--- config.mk ---
export PLATFORM = sky130hd
export DESIGN_NAME = usb2_ep_in_writer_flat
export DESIGN_NICKNAME = d
export VERILOG_FILES = /design/src/rtl/usb2_ep_in_writer_if.sv /design/src/rtl/usb2_ep_in_writer.sv /design/src/flat_wrapper.sv
export SDC_FILE = /design/constraint.sdc
export NUM_CORES = 1
export LEC_CHECK = 0
export ABC_AREA = 1
export BUFFER_PORTS_ARGS = -buffer_cell sky130_fd_sc_hd__buf_2
export CELL_PAD_IN_SITES_DETAIL_PLACEMENT = 0
export CELL_PAD_IN_SITES_GLOBAL_PLACEMENT = 1
export CORE_ASPECT_RATIO = 0.75
export CORE_MARGIN = 2
export CORE_UTILIZATION = 35
export CTS_CLUSTER_SIZE = 30
export DETAILED_ROUTE_END_ITERATION = 6
export GPL_TIMING_DRIVEN = 0
export PLACE_DENSITY_LB_ADDON = 0.1
export SYNTH_ARGS = -nofsm -noshare
export SYNTH_HDL_FRONTEND = slang
export SYNTH_SLANG_ARGS = --single-unit
--- constraint.sdc ---
create_clock -name phy_clk -period 3.45 [get_ports phy_clk]
set_input_delay 0.1725 -clock phy_clk [delete_from_list [all_inputs] [get_ports phy_clk]]
set_output_delay 0.1725 -clock phy_clk [all_outputs]
set_load 0.01 [all_outputs]
--- src/rtl/usb2_ep_in_writer_if.sv ---
// Stream-side and endpoint-buffer-side signals of the IN writer.
// master = writer; slave = stream source plus endpoint buffer.
interface usb2_ep_in_writer_if;
    logic [7:0]  s_data;
    logic        s_valid;
    logic        s_ready;

    logic [10:0] buf_in_addr;
    logic [7:0]  buf_in_data;
    logic        buf_in_wren;
    logic        buf_in_ready;
    logic        buf_in_commit;
    logic [10:0] buf_in_commit_len;
    logic        buf_in_commit_ack;

    modport master (
        input  s_data, s_valid, buf_in_ready, buf_in_commit_ack,
        output s_ready, buf_in_addr, buf_in_data, buf_in_wren,
               buf_in_commit, buf_in_commit_len
    );

    modport slave (
        output s_data, s_valid, buf_in_ready, buf_in_commit_ack,
        input  s_ready, buf_in_addr, buf_in_data, buf_in_wren,
               buf_in_commit, buf_in_commit_len
    );
endinterface

--- src/rtl/usb2_ep_in_writer.sv ---
// Producer-side writer for a double-buffered USB 2.0 IN endpoint: packs a byte
// stream into the current buffer half and commits it on full, flush or idle timeout.
module usb2_ep_in_writer #(
    parameter int unsigned MAX_LEN       = 512,
    parameter int unsigned FLUSH_TIMEOUT = 1024
) (
    input  logic                       phy_clk,
    input  logic                       reset_n,
    input  logic                       enable,
    input  logic                       flush,
    usb2_ep_in_writer_if.master        bus,
    output logic [15:0]                pkt_count,
    output logic                       busy
);

    localparam logic [10:0]       MAX_LEN_V = 11'(MAX_LEN);
    localparam int unsigned       IDLE_W    = (FLUSH_TIMEOUT > 0) ? $clog2(FLUSH_TIMEOUT + 1) : 1;
    localparam logic [IDLE_W-1:0] IDLE_MAX  = IDLE_W'(FLUSH_TIMEOUT);

    typedef enum logic [2:0] {
        FILL,
        COMMIT_WAIT,
        COMMIT,
        ACK_LOW,
        GUARD
    } state_t;

    state_t            state;
    state_t            state_next;
    logic [10:0]       count;
    logic [10:0]       count_upd;
    logic [10:0]       len_r;
    logic [IDLE_W-1:0] idle;
    logic              accept;
    logic              timeout_hit;
    logic              latch_len;
    logic              clr_fill;
    logic              inc_pkt;

    // reset_n gates s_ready so it drops immediately on an asynchronous reset
    assign bus.s_ready = reset_n && (state == FILL) && enable && bus.buf_in_ready
                         && (count < MAX_LEN_V);
    assign accept      = bus.s_valid && bus.s_ready;
    assign count_upd   = count + 11'(accept);
    assign timeout_hit = (FLUSH_TIMEOUT != 0) && (idle == IDLE_MAX);

    assign bus.buf_in_commit_len = len_r;
    assign busy = (state != FILL) || (count != '0);

    always_ff @(posedge phy_clk or negedge reset_n) begin
        if (!reset_n) begin
            state <= FILL;
        end else begin
            state <= state_next;
        end
    end

    always_comb begin
        state_next        = state;
        latch_len         = 1'b0;
        clr_fill          = 1'b0;
        inc_pkt           = 1'b0;
        bus.buf_in_commit = 1'b0;
        case (state)
            FILL: begin
                // decided on the updated count so a byte arriving with flush is included
                if ((count_upd == MAX_LEN_V) ||
                    ((count_upd != '0) && (flush || timeout_hit))) begin
                    state_next = COMMIT_WAIT;
                    latch_len  = 1'b1;
                end
            end
            COMMIT_WAIT: state_next = COMMIT;
            COMMIT: begin
                bus.buf_in_commit = 1'b1;
                if (bus.buf_in_commit_ack) begin
                    inc_pkt    = 1'b1;
                    state_next = ACK_LOW;
                end
            end
            ACK_LOW: begin
                if (!bus.buf_in_commit_ack) begin
                    state_next = GUARD;
                end
            end
            GUARD: begin
                clr_fill   = 1'b1;
                state_next = FILL;
            end
            default: state_next = FILL;
        endcase
    end

    always_ff @(posedge phy_clk or negedge reset_n) begin
        if (!reset_n) begin
            count           <= '0;
            idle            <= '0;
            len_r           <= '0;
            pkt_count       <= '0;
            bus.buf_in_wren <= 1'b0;
            bus.buf_in_addr <= '0;
            bus.buf_in_data <= '0;
        end else begin
            bus.buf_in_wren <= accept;
            if (accept) begin
                bus.buf_in_addr <= count;
                bus.buf_in_data <= bus.s_data;
            end

            if (clr_fill) begin
                count <= '0;
            end else begin
                count <= count_upd;
            end

            if (clr_fill || accept || (count == '0)) begin
                idle <= '0;
            end else if ((state == FILL) && (idle != IDLE_MAX)) begin
                idle <= idle + 1'b1;
            end

            if (latch_len) begin
                len_r <= count_upd;
            end

            if (inc_pkt) begin
                pkt_count <= pkt_count + 16'd1;
            end
        end
    end

endmodule

--- src/flat_wrapper.sv ---
// flat-port wrapper written by rule: the top's interface ports become plain ports
module usb2_ep_in_writer_flat 
#(
    parameter int unsigned MAX_LEN       = 512,
    parameter int unsigned FLUSH_TIMEOUT = 1024
)
  (phy_clk, reset_n, enable, flush, pkt_count, busy, bus_s_data, bus_s_valid, bus_buf_in_ready, bus_buf_in_commit_ack, bus_s_ready, bus_buf_in_addr, bus_buf_in_data, bus_buf_in_wren, bus_buf_in_commit, bus_buf_in_commit_len);
  usb2_ep_in_writer_if bus_i ();
  input  logic phy_clk;
  input  logic reset_n;
  input  logic enable;
  input  logic flush;
  output logic [15:0] pkt_count;
  output logic busy;
  input wire logic [$bits(bus_i.s_data)-1:0] bus_s_data;
  input wire logic [$bits(bus_i.s_valid)-1:0] bus_s_valid;
  input wire logic [$bits(bus_i.buf_in_ready)-1:0] bus_buf_in_ready;
  input wire logic [$bits(bus_i.buf_in_commit_ack)-1:0] bus_buf_in_commit_ack;
  output wire logic [$bits(bus_i.s_ready)-1:0] bus_s_ready;
  output wire logic [$bits(bus_i.buf_in_addr)-1:0] bus_buf_in_addr;
  output wire logic [$bits(bus_i.buf_in_data)-1:0] bus_buf_in_data;
  output wire logic [$bits(bus_i.buf_in_wren)-1:0] bus_buf_in_wren;
  output wire logic [$bits(bus_i.buf_in_commit)-1:0] bus_buf_in_commit;
  output wire logic [$bits(bus_i.buf_in_commit_len)-1:0] bus_buf_in_commit_len;
  assign bus_i.s_data = bus_s_data;
  assign bus_i.s_valid = bus_s_valid;
  assign bus_i.buf_in_ready = bus_buf_in_ready;
  assign bus_i.buf_in_commit_ack = bus_buf_in_commit_ack;
  assign bus_s_ready = bus_i.s_ready;
  assign bus_buf_in_addr = bus_i.buf_in_addr;
  assign bus_buf_in_data = bus_i.buf_in_data;
  assign bus_buf_in_wren = bus_i.buf_in_wren;
  assign bus_buf_in_commit = bus_i.buf_in_commit;
  assign bus_buf_in_commit_len = bus_i.buf_in_commit_len;
  usb2_ep_in_writer #(.MAX_LEN(MAX_LEN), .FLUSH_TIMEOUT(FLUSH_TIMEOUT)) u_core (.phy_clk(phy_clk), .reset_n(reset_n), .enable(enable), .flush(flush), .bus(bus_i), .pkt_count(pkt_count), .busy(busy));
endmodule
# --- Word level (Yosys, flattened, before mapping) ---
# Cells that the tools add are included.
classes:
  add_sub_neg: 3
  magnitude_cmp: 1
  n_eq_ne: 10
  n_mux: 13
  n_reduce_logical: 19
op_table:
  columns: ["op", "count"]
  rows:
  - ["$mux 11", 3]
  - ["$reduce_bool 11->1", 2]
  - ["$add 16x1->16 const B", 1]
  - ["$pmux 3 s4", 1]
  - ["$add 11x1->11", 1]
  - ["$add 11x1->11 const B", 1]
  - ["$eq 11x10->1 const B", 1]
  - ["$eq 11x11->1 const B", 1]
  - ["$logic_not 11->1", 1]
  - ["$lt 11x10->1 const B", 1]
  - ["$ne 11x11->1 const B", 1]
  - ["$mux 3", 3]
  - ["$logic_and 1x1->1", 7]
  - ["$eq 3x2->1 const B", 2]
  - ["$mux 1", 6]
  - ["$ne 2x2->1 const B", 3]
  - ["$logic_or 1x1->1", 5]
  - ["$eq 3x1->1 const B", 1]
  - ["$eq 3x3->1 const B", 1]
  - ["$logic_not 3->1", 1]
  - ["$reduce_and 3->1", 1]
  - ["$reduce_bool 3->1", 1]
  - ["$reduce_bool 2->1", 1]
totals:
  regBits: 72

# --- Longest topological paths before layout ---
logic_depth:
  ltp_word: 12
  depth_mapped: 25
  ltp_nobuf: 23

# --- Worst setup path before layout ---
# No wires, ideal clock.
synth_path:
  path_kind: "register -> register"
  from: "register u_core.state[0]"
  to: "register u_core.len_r[6] (netlist: u_core.bus.buf_in_commit_len[6])"
  setup_time_ps: 117
  arrival_ps: 2732
  required_ps: 3333
  setup_slack_ps: 601
  stages_incl_launch_ff: 25
  path_buffers: 2
  cell_sequence: "dfrtp_1 > nor2_1 > inv_1 > nor2_4 > nand2_1 > inv_1 > nand2_1 > buf_2 > clkinv_1 > ha_1 > ha_1 > nand2_2 > nor2_2 > nand2_1 > nand2_1 > nand2_1 > clkinv_1 > nand2_1 > nor2_1 > nand2_1 > nand2_1 > nand2_2 > buf_4 > nand3b_1 > nand2_1"
synth_between:
  elab_chain_cells: 12
  word_cells_on_any_way: 13
  classes_between: "1 x add/sub; 1 x eq/ne; 2 x mux; 9 x reduce/logical"
synth_lines:
  columns: ["item", "line_no", "source"]
  rows:
  - ["start: declaration", "usb2_ep_in_writer.sv:28", "state_t state;"]
  - ["start signal: assignment", "usb2_ep_in_writer.sv:54", "state <= state_next;"]
  - ["$logic_not 3->1 *", "usb2_ep_in_writer.sv:41", "assign bus.s_ready = reset_n && (state == FILL) && enable && bus.buf_in_ready"]
  - ["$logic_and 1x1->1 * (3 in series)", "usb2_ep_in_writer.sv:41", null]
  - ["$logic_and 1x1->1 *", "usb2_ep_in_writer.sv:42", "&& (count < MAX_LEN_V);"]
  - ["named net bus_s_ready", "flat_wrapper.sv:19", "output wire logic [$bits(bus_i.s_ready)-1:0] bus_s_ready;"]
  - ["$logic_and 1x1->1 *", "usb2_ep_in_writer.sv:43", "assign accept = bus.s_valid && bus.s_ready;"]
  - ["named net u_core.accept", "usb2_ep_in_writer.sv:34", "logic accept;"]
  - ["$add 11x1->11 *", "usb2_ep_in_writer.sv:44", "assign count_upd = count + 11'(accept);"]
  - ["$reduce_bool 11->1", "usb2_ep_in_writer.sv:68", "((count_upd != '0) && (flush || timeout_hit))) begin"]
  - ["$logic_and 1x1->1", "usb2_ep_in_writer.sv:68", null]
  - ["$logic_or 1x1->1", "usb2_ep_in_writer.sv:67", "if ((count_upd == MAX_LEN_V) ||"]
  - ["$mux 1", "usb2_ep_in_writer.sv:67", null]
  - ["$mux 1", "usb2_ep_in_writer.sv:64", "case (state)"]
  - ["end signal: assignment", "usb2_ep_in_writer.sv:123", "len_r <= count_upd;"]
  - ["end: declaration", "usb2_ep_in_writer.sv:32", "logic [10:0] len_r;"]
# The timed path passes the listed nets; every way through them passes the cells marked *.
# A chain may end at the register's enable or synchronous reset.

# --- Final worst setup path ---
layout_path:
  from: "register u_core.state[0]"
  to: "register u_core.len_r[9] (netlist: u_core.bus.buf_in_commit_len[9])"
layout_between:
  elab_chain_cells: 12
  word_cells_on_any_way: 13
  classes_between: "1 x add/sub; 1 x eq/ne; 2 x mux; 9 x reduce/logical"
layout_lines:
  columns: ["item", "line_no"]
  rows:
  - ["$logic_not 3->1 *", "usb2_ep_in_writer.sv:41"]
  - ["$logic_and 1x1->1 * (3 in series)", "usb2_ep_in_writer.sv:41"]
  - ["$logic_and 1x1->1 *", "usb2_ep_in_writer.sv:42"]
  - ["$logic_and 1x1->1 *", "usb2_ep_in_writer.sv:43"]
  - ["named net u_core.accept", "usb2_ep_in_writer.sv:34"]
  - ["$add 11x1->11 *", "usb2_ep_in_writer.sv:44"]
  - ["$reduce_bool 11->1", "usb2_ep_in_writer.sv:68"]
  - ["$logic_and 1x1->1", "usb2_ep_in_writer.sv:68"]
  - ["$logic_or 1x1->1", "usb2_ep_in_writer.sv:67"]
  - ["$mux 1", "usb2_ep_in_writer.sv:67"]
  - ["$mux 1", "usb2_ep_in_writer.sv:64"]
# Marks and branches as above.

==> run summary <==
The flow ran to the end, and the final reports show no timing, DRC or antenna violations. The sequential-to-total area share from yosys stat is 0.5263, and the core area is 9580 sq um. STA puts the critical path data required time at 3670 ps. The number of global-route vias before repair was 2,618. The detailed router finished its first iteration with 151 violations.

Once detail routing completed, the nets flagged for antenna violations numbered 0. For the relative max-transition margin, the log shows 0.5503. The tightest hold path in the finished design has a slack of 37.12 ps. Setup violations remaining at the end of the flow were counted as 0. The final period utilization is 0.8925.

The maximum vdd drop is 311.3 uV. 65 I/O pins were placed. The H-tree was split into 3 levels. The portion of synthesized cell area occupied by the leading cell type is 0.5263. Static timing analysis puts the maximum clock frequency at 324.8 MHz. The post-layout minimum cycle time is 3079 ps. After synthesis the cells add up to 3423 sq um. The data arrival time of the worst path was 3300 ps; the xor-xnor portion of the synthesized cell area was 0.05117. The detailed router placed 2,793 vias in this run. The worst setup path is of the flop to flop kind. When the netlist entered floorplanning its net count stood at 422. The class of the tightest hold or removal check is primary input to flop.

In this run the worst path has a maximum fanout of 10. Leading cell type by number of instances after synthesis: sky130_fd_sc_hd__nand2_1. The count of final hold-check violations is 0, and the number of warnings issued by yosys is 0.

TritonCTS built the clock tree. The count of flip-flops with a built-in enable after synthesis was 0; the leakage dissipation was 2.259 nW. From synthesis to final layout, the design area changed by 26.24%. STA classifies the critical path startpoint as a flop. The compound-gate portion of the synthesized area is 0.04825. After synthesis, the mean cell area works out to 8.516 sq um.

Measured along the x axis, the die boundary spans 118.2 um. The clock net in this run drives a total of 72 sinks. The number of buffers added on ports is 64, and the sum of overflow across all layers after global routing is 0. Setup repair after global routing left no endpoint under its margin. The run gives 10,600 sq um as the total die area. The routed length per placed instance is 12.26 um. For this design the ratio of total power to cell area is 734.6 nW/um^2. The logs give 2 for the maximum root-to-sink buffer count and 5.214 ps for the clock skew. In this run the vertical extent of the chip is 89.65 um. In the routed layout, each cell is associated on average with a via count of 4.512.

The total global-route track usage is 0.1536. The tools report the post-route DRC violation count as 0. The tools report the final core area utilization as 0.4511. The synthesized-area fraction occupied by and/or/nand/nor cells came out at 0.2950. The fraction of registers with async set/reset came out at 1.000.

Half-perimeter wire length after detailed placement: 5696 um. Sorting the synthesized cells by how often they occur yields 122 x sky130_fd_sc_hd__nand2_1, 72 x sky130_fd_sc_hd__dfrtp_1, 38 x sky130_fd_sc_hd__inv_1, 36 x sky130_fd_sc_hd__nor2_1, 28 x sky130_fd_sc_hd__nand3_1. For the number of library cell types mapped by synthesis, the log shows 33. The first TritonRoute pass finished after 4 iterations. Clock tree synthesis inserted a total of 9 buffers. The tree is rooted in a sky130_fd_sc_hd__clkbuf_16. The diode insertion count for antenna repair was 0; the share of post-route cells with drive strength above 1 was 0.2279. Counting flops and latches in the post-synthesis netlist gives 72. The floorplan has 31 rows.

The initial antenna violation count is 0, and the number of nets in the finished design is 502. The tools report the pin count of the biggest net entering global routing as 45. The dominant synthesized flop cell was sky130_fd_sc_hd__dfrtp_1. The clock-pin slew on the worst setup and hold paths was 60 ps; the number of cells produced by synthesis was 402. At the end of routability-driven placement, the weighted congestion stood at 0.7611. The cell taking the most area after synthesis was sky130_fd_sc_hd__dfrtp_1. For the first-pass GRT wire length, the log shows 12,740 um. The later pin in the worst-skew pair is clocked with a latency of 330 ps. The final layout contains routed wiring with a total length of 7590 um. Ranked by total cell area, the synthesized netlist is headed by sky130_fd_sc_hd__dfrtp_1 53%, sky130_fd_sc_hd__nand2_1 13%, sky130_fd_sc_hd__inv_1 4.2%, sky130_fd_sc_hd__nand3_1 4.1%, sky130_fd_sc_hd__nor2_1 3.9%.

The adder and majority cell fraction of the synthesized area was 0.01827. The worst setup path is captured at a flop. After synthesis, the largest family of logic cells by area is simple AND/OR/NAND/NOR gates. The multiplexer share of the synthesized area was 0.003289; the number of violations of the max-capacitance limit was 0. The logs give 0.3573 for the initial cell density of the core and 0 for the number of max-slew violations in the final report. At the pin with the least slew margin, the transition time is 667.5 ps.
-- critical path, stage by stage (launching register included) --
cell	delay (ps)
sky130_fd_sc_hd__dfrtp_1	430
sky130_fd_sc_hd__nor2_1	110
sky130_fd_sc_hd__inv_1	90
sky130_fd_sc_hd__nor2_4	160
sky130_fd_sc_hd__nand2_1	70
sky130_fd_sc_hd__inv_1	70
sky130_fd_sc_hd__nand2_1	80
sky130_fd_sc_hd__clkbuf_4	200
sky130_fd_sc_hd__clkinvlp_4	90
sky130_fd_sc_hd__ha_2	210
sky130_fd_sc_hd__ha_2	200
sky130_fd_sc_hd__nand2_2	90
sky130_fd_sc_hd__nor2_1	140
sky130_fd_sc_hd__xor2_1	250
sky130_fd_sc_hd__nand2_1	110
sky130_fd_sc_hd__nor2_2	110
sky130_fd_sc_hd__nand2_1	60
sky130_fd_sc_hd__nand2_1	80
sky130_fd_sc_hd__nand2_2	70
sky130_fd_sc_hd__buf_4	170
sky130_fd_sc_hd__nand3b_1	100
sky130_fd_sc_hd__nand2_1	60
-- cell usage in the layout, fill, tap and decap left out, types with 3 or more instances in the layout --
cell / Yosys / final
sky130_fd_sc_hd__clkbuf_1: 3 / 3
sky130_fd_sc_hd__buf_2: 2 / 64
sky130_fd_sc_hd__a21oi_1: 7 / 7
sky130_fd_sc_hd__buf_4: 1 / 4
sky130_fd_sc_hd__nor2_4: 5 / 6
sky130_fd_sc_hd__inv_1: 38 / 38
sky130_fd_sc_hd__xor2_1: 11 / 11
sky130_fd_sc_hd__nand4_1: 8 / 8
sky130_fd_sc_hd__o21ai_0: 17 / 17
sky130_fd_sc_hd__xnor2_1: 9 / 9
sky130_fd_sc_hd__nand3b_1: 5 / 5
sky130_fd_sc_hd__nand2_2: 4 / 4
sky130_fd_sc_hd__nor3_1: 6 / 6
sky130_fd_sc_hd__nor2_2: 4 / 3
sky130_fd_sc_hd__ha_1: 5 / 3
sky130_fd_sc_hd__clkbuf_16: 0 / 9
sky130_fd_sc_hd__clkinv_2: 0 / 3
sky130_fd_sc_hd__dfrtp_1: 72 / 72
sky130_fd_sc_hd__nor2_1: 36 / 36
sky130_fd_sc_hd__nand2_1: 122 / 122
sky130_fd_sc_hd__o21ai_1: 3 / 3
sky130_fd_sc_hd__o31ai_1: 3 / 3
sky130_fd_sc_hd__nand3_1: 28 / 28
-- timing repair --
item / 4_1_cts / 5_1_grt
endpoints found under the hold margin: 28 / 0
resized for setup: 0 / 5
setup endpoints to repair: 0 / 13
buffers inserted: 0 / 2
hold buffers: 2 / 0
-- metrics by stage --
stage / TNS [ps] / worst slack, ps / power (mW) / cell area [sq um] / std cells
after floorplan: 0 / 601.1 / 1.840 / 3423 / 402
after global placement: -13610 / -983.0 / 2.178 / 3909 / 598
after detailed placement: 0 / 51.43 / 2.196 / 3939 / 599
after CTS: 0 / 52.62 / 3.217 / 4290 / 617
after global routing: 0 / 8.387 / 3.423 / 4322 / 619
final: 0 / 370.7 / 3.175 / 4322 / 619
-- path summary, 6_finish.rpt --
path | startpoint | end | slack (ps) | cells after the start
max in group asynchronous | reset_n | u_core.bus.buf_in_commit_len[3] | 2830 | 3
worst min register to register | u_core.bus.buf_in_addr[10] | u_core.bus.buf_in_addr[10] | 460 | 2
worst max register to register | u_core.state[0] | u_core.bus.buf_in_commit_len[9] | 370 | 21
min in group asynchronous | reset_n | u_core.bus.buf_in_addr[4] | 390 | 3
worst min-delay path | bus_s_data[0] | u_core.bus.buf_in_data[0] | 40 | 3
worst max-delay path | u_core.state[0] | u_core.bus.buf_in_commit_len[9] | 370 | 21
-- layer usage --
metal	part of all wire	GRT usage
met2	0.41	0.2181
met5	0	0
met3	0.053	0.04609
met1	0.52	0.2207
met4	0.015	0.05915
-- final cells by class --
type                    count  area (sq um)
flip-flops and latches     72          1802
clock buffers              10         239.0
fillers                  1016          5259
well taps                 132         165.2
repair buffers             69         395.4
multi-input cells         281          1434
plain buffers               8         46.29
inverters                  41         157.7
clock inverters             6         82.58
-- cells by family (layout without fill, tap and decap cells) --
group / count (synthesis) / after routing
compound gates: 31 / 31
xor+xnor: 20 / 20
fa+ha+maj: 5 / 5
buf+inv: 49 / 134
flops: 72 / 72
mux: 1 / 1
simple gates: 224 / 224
-- power breakdown --
group | total (mW) | switching [mW] | internal, mW
Sequential | 1.19 | 0.151 | 1.04
Combinational | 0.992 | 0.626 | 0.366
Clock | 0.993 | 0.345 | 0.648
-- flip-flops by register name, summed over array words and instances, names as in the netlist --
| name | flops |
|---|---|
| u_core.bus.buf_in_addr | 11 |
| u_core.bus.buf_in_commit_len | 11 |
| u_core.bus.buf_in_data | 8 |
| u_core.bus.buf_in_wren | 1 |
| u_core.count | 11 |
| u_core.idle | 11 |
| u_core.pkt_count | 16 |
| u_core.state | 3 |
Note: power is estimated with default switching activity, not from simulation.
